[src/rtl/irq_ctrl.sv]
// Interrupt aggregator: sync + edge/level capture + mask -> registered HWInt vector for CP0.
// Latency: irq_in sampled at E1 shows on HWInt after E2; register reads are combinational.
// Backpressure: none; a register write never stalls capture. Optional macro IRQ_MISS_CNT_EN adds a missed-edge counter.
module irq_ctrl #(
    parameter int N_SRC = 6
) (
    input  logic             clk,
    input  logic             reset,
    input  logic [31:2]      Addr,
    input  logic             WE,
    input  logic [31:0]      Din,
    output logic [31:0]      Dout,
    input  logic [N_SRC-1:0] irq_in,
    output logic [N_SRC-1:0] HWInt,
    output logic             IRQ
);

    localparam logic [1:0] A_MASK = 2'd0;
    localparam logic [1:0] A_MODE = 2'd1;
    localparam logic [1:0] A_PEND = 2'd2;
    localparam logic [1:0] A_STAT = 2'd3;

    logic [N_SRC-1:0] mask_q, mask_d;
    logic [N_SRC-1:0] mode_q, mode_d;
    logic [N_SRC-1:0] pend_edge_q, pend_edge_d;
    logic [N_SRC-1:0] irq_s_q, irq_d_q;
    logic [N_SRC-1:0] hwint_q, hwint_d;
    logic [N_SRC-1:0] edge_w;
    logic [N_SRC-1:0] pend_eff;
    logic [N_SRC-1:0] w1c;
    logic [2:0]       lowest_idx;
    logic [7:0]       miss_cnt;
    logic             wr_mask, wr_mode, wr_pend;
    logic             unused_bits;

    assign wr_mask = WE && (Addr[3:2] == A_MASK);
    assign wr_mode = WE && (Addr[3:2] == A_MODE);
    assign wr_pend = WE && (Addr[3:2] == A_PEND);

    // Rising edge of the synchronised line and the effective pending vector seen by software and HWInt
    always_comb begin
        edge_w   = irq_s_q & ~irq_d_q;
        pend_eff = (mode_q & (pend_edge_q | edge_w)) | (~mode_q & irq_s_q);
    end

    // Next-state for config and edge-pending; a new edge beats a W1C, and leaving edge mode drops the latch
    always_comb begin
        mask_d      = wr_mask ? Din[N_SRC-1:0] : mask_q;
        mode_d      = wr_mode ? Din[N_SRC-1:0] : mode_q;
        w1c         = wr_pend ? Din[N_SRC-1:0] : '0;
        pend_edge_d = ((pend_edge_q & ~w1c) | (edge_w & mode_q)) & mode_d;
        hwint_d     = pend_eff & mask_q;
    end

    // State registers with synchronous active-low reset
    always_ff @(posedge clk) begin
        if (!reset) begin
            mask_q      <= '0;
            mode_q      <= '0;
            pend_edge_q <= '0;
            irq_s_q     <= '0;
            irq_d_q     <= '0;
            hwint_q     <= '0;
        end else begin
            mask_q      <= mask_d;
            mode_q      <= mode_d;
            pend_edge_q <= pend_edge_d;
            irq_s_q     <= irq_in;
            irq_d_q     <= irq_s_q;
            hwint_q     <= hwint_d;
        end
    end

`ifdef IRQ_MISS_CNT_EN
    logic [7:0] cnt_q, cnt_d;
    logic       miss;
    logic       wr_stat;

    assign wr_stat = WE && (Addr[3:2] == A_STAT);
    // Any edge arriving on an already-latched edge source counts once per cycle
    assign miss    = |(edge_w & mode_q & pend_edge_q);

    // Saturating missed-edge counter; a STAT write clears and beats a same-cycle increment
    always_comb begin
        cnt_d = cnt_q;
        if (wr_stat) begin
            cnt_d = 8'h00;
        end else if (miss && (cnt_q != 8'hFF)) begin
            cnt_d = cnt_q + 8'h01;
        end
    end

    // Counter register
    always_ff @(posedge clk) begin
        if (!reset) begin
            cnt_q <= 8'h00;
        end else begin
            cnt_q <= cnt_d;
        end
    end

    assign miss_cnt = cnt_q;
`else
    assign miss_cnt = 8'h00;
`endif

    // Index of the lowest set HWInt bit, 0 when none
    always_comb begin
        lowest_idx = 3'd0;
        for (int i = N_SRC - 1; i >= 0; i--) begin
            if (hwint_q[i]) begin
                lowest_idx = 3'(i);
            end
        end
    end

    // Combinational read mux over the four word registers
    always_comb begin
        Dout = 32'h0;
        case (Addr[3:2])
            A_MASK: Dout[N_SRC-1:0] = mask_q;
            A_MODE: Dout[N_SRC-1:0] = mode_q;
            A_PEND: Dout[N_SRC-1:0] = pend_eff;
            default: begin
                Dout[31]   = |hwint_q;
                Dout[15:8] = miss_cnt;
                Dout[2:0]  = lowest_idx;
            end
        endcase
    end

    assign HWInt = hwint_q;
    assign IRQ   = |hwint_q;

    assign unused_bits = ^{Addr[31:4], Din[31:N_SRC]};

endmodule
[config.mk]
export PLATFORM = sky130hd
export DESIGN_NAME = irq_ctrl
export DESIGN_NICKNAME = d
export VERILOG_FILES = /design/src/rtl/irq_ctrl.sv
export SDC_FILE = /design/constraint.sdc
export NUM_CORES = 1
export LEC_CHECK = 0
export BUFFER_PORTS_ARGS = -buffer_cell sky130_fd_sc_hd__buf_4
export CORE_UTILIZATION = 40
export CTS_BUF_LIST = sky130_fd_sc_hd__clkbuf_16
export DETAILED_ROUTE_END_ITERATION = 10
export MAX_ROUTING_LAYER = met4
export PLACE_DENSITY_LB_ADDON = 0.05
export SLEW_MARGIN = 20
export SYNTH_ARGS = -nofsm -noshare
export SYNTH_HDL_FRONTEND = slang
export SYNTH_SLANG_ARGS = --single-unit
[constraint.sdc]
create_clock -name clk -period 1.7 [get_ports clk]
set_clock_uncertainty 0.2 [all_clocks]
set_input_delay 0.085 -clock clk [delete_from_list [all_inputs] [get_ports clk]]
set_output_delay 0.085 -clock clk [all_outputs]
set_load 0.005 [all_outputs]
==> out/qor.yml <==
fin_area_um2: 2200
gr-total-overflow: 0
fin_setup_tns_ns: -0.107
slew_violations: 0
cts_tree: "done"
critPathMaxStageDelay_ns: 0.47
ir_worst_vdd_uv: 708
yosysMostFrequentCell: "dfxtp_1"
crit_chain: "nand2_1, a22o_1, mux4_2, buf_6"
place_area_um2: 1870
required_ns: 1.41
hold_ws_ns: 0.0163
nNetsFinal: 309
drive_above_1_share_pct: 20.5
timing.fmax_mhz: 568
cts_buffers: 5
setup_viol: 2
timing.final.crit_period_ns: 1.76
io_pins: 110
areaGrowthSynthToFinish_pct: 27.6
rsz0062_at_grt: "yes"
dieArea_um2: 4580
synth_common_cells: "36 x dfxtp_1, 26 x buf_4, 18 x nand2_1"
grt_pass1_vias: 1270
ant_nets: 0
syn-cell-area_um2: 1720
cp_num_buf_inv: 1
netlist_instances: 192
worstSetupEndpointType: "output port"
syn_area_per_cell_um2: 8.98
rows: 23
ys_top_cells_by_area: "dfxtp_1 42%, buf_4 11%, and2_1 4.4%, a22oi_1 3.9%, nand2_1 3.9%"
ys.warnings.count: 0
power.density_nw_per_um2: 871
synthArstFlopShare_pct: 0
vias: 1377
place_hpwl_mm: 2.39
violations: "setup timing"
synth-edff-count: 0
wl_per_cell_um: 12.3
min_path_type: "primary input to register"
initial_core_util_pct: 42.5
fillCellCount: 364
max_cap_violations: 0
ys_seq_area_share_pct: 41.8
cp_top_family: "multiplexers"
synth_top_cell_by_area: "dfxtp_1"
instances_no_fill: 289
cts_sinks: 36
grt_pass1_wl_mm: 6.06
die_h_um: 67.7
drt-total-wl_mm: 3.55
yosysTopAreaCellShare_pct: 41.8
path_max_fanout: 4
crit_arrival_ns: 1.47
drc: 0
post-place-ws_ns: 0.167
port_buffers: 30
drtIter0Drc: 66
dp.cells: 264
cts_max_path_buffers: 2
clock_latency_ns: 0.27
p_leak_nw: 0.952
drt_pass1_iterations: 4
antennaDiodeCount: 0
outcome: "finished with violations"
critPathKind: "register to output port"
crit_slowest_cell: "mux4_2"
h-tree-depth: 2
hold_viol_final: 0
die_x_um: 67.7
core_area_um2: 4060
ys.flop_type: "dfxtp_1"
antenna_found_initial: 0
cts.clk_slew.worst_paths_ns: 0.05
grt.total_usage_pct: 18.7
cp-start-kind: "register"
ys_ff_latch: 36
place.gp.congestion: 0.715
min_period_over_period_pct: 104
synth.distinct_cells: 28
root_buffer: "clkbuf_16"
fin_ws_ns: -0.0599
viasPerCell: 4.76
grt_max_degree: 37
==> cell type report <==
cell class,count,area (µm²),share of cell area [%]
multi-input combinational,139,837,38.0
sequential,36,728,33.1
timing repair buffer,49,410,18.6
clock buffer,5,125,5.69
tap,50,62.6,2.84
inverter,7,26.3,1.19
clock inverter,3,11.3,0.512
==> cell usage in the layout, fill, tap and decap left out, types with 2 or more instances in the layout <==
cell type,instances
nor2b_1,7
a22o_1,3
conb_1,25
nor2_1,7
a21oi_1,5
and2_1,12
nand3_1,7
nand2_1,18
mux4_2,2
dlygate4sd3_1,14
mux2i_1,6
dfxtp_2,3
nand3b_1,8
buf_4,33
clkbuf_16,5
nand4_1,6
dfxtp_1,32
and3_1,3
nand2b_1,3
o21ai_0,9
inv_1,9
nor3_1,2
a22oi_1,9
nor3b_1,3
buf_6,2
==> sequential cells by signal (all words and copies together) (netlist names) <==
name         cells
HWInt            6
irq_d_q          6
irq_s_q          6
mask_q           6
mode_q           6
pend_edge_q      6
==> power by group <==
part | switching [mW] | internal, mW
sequential | 0.0179 | 0.869
combinational | 0.0907 | 0.103
clock | 0.311 | 0.526
total | 0.420 | 1.50
==> metal layers <==
metal	global-route usage [%]	vias to the layer above	wire length [µm]
met5	-	-	0
met4	7.18	0	55
met3	4.56	6	185
met1	23.1	622	1690
li1	-	698	-
met2	29.1	51	1620
==> cells by family after synthesis <==
kind of cell    Yosys count  synth area share, %
compound gates           28                 10.6
flops                    36                 41.8
other cells               1                0.217
buf+inv                  41                 15.7
mux                       8                 6.10
simple gates             78                 25.5
==> worst paths after layout <==
path	startpoint	to	slack [ns]	cells past startpoint
max	mode_q[1]	Dout[1]	-0.06	4
min	reset	HWInt[5]	0.02	3
max reg2reg	mode_q[1]	HWInt[1]	0.50	4
min reg2reg	mask_q[5]	HWInt[5]	0.24	2
==> worst register-to-register path: cells and delay by family (launching register included) <==
kind	cells	cell delay, ns
DFF	1	0.35
and+or+nand+nor	2	0.23
AOI/OAI and AO/OA	1	0.19
buffers and inverters	1	0.13
==> through the flow <==
stage,utilization [%],power [mW]
floorplan,-,1.04
global placement,46.1,1.06
detailed placement,46.1,1.07
CTS,53.7,1.94
global route,54.2,2.02
finish,54.2,1.92
==> repair_timing <==
action,in CTS,in global routing
setup endpoints to repair,3,3
gates cloned,0,0
gates resized for setup,5,4
endpoints found under the hold margin,24,0
pin swaps,0,1
hold buffers,14,0
buffers inserted,1,2
Power figures use the tool's default switching activity.
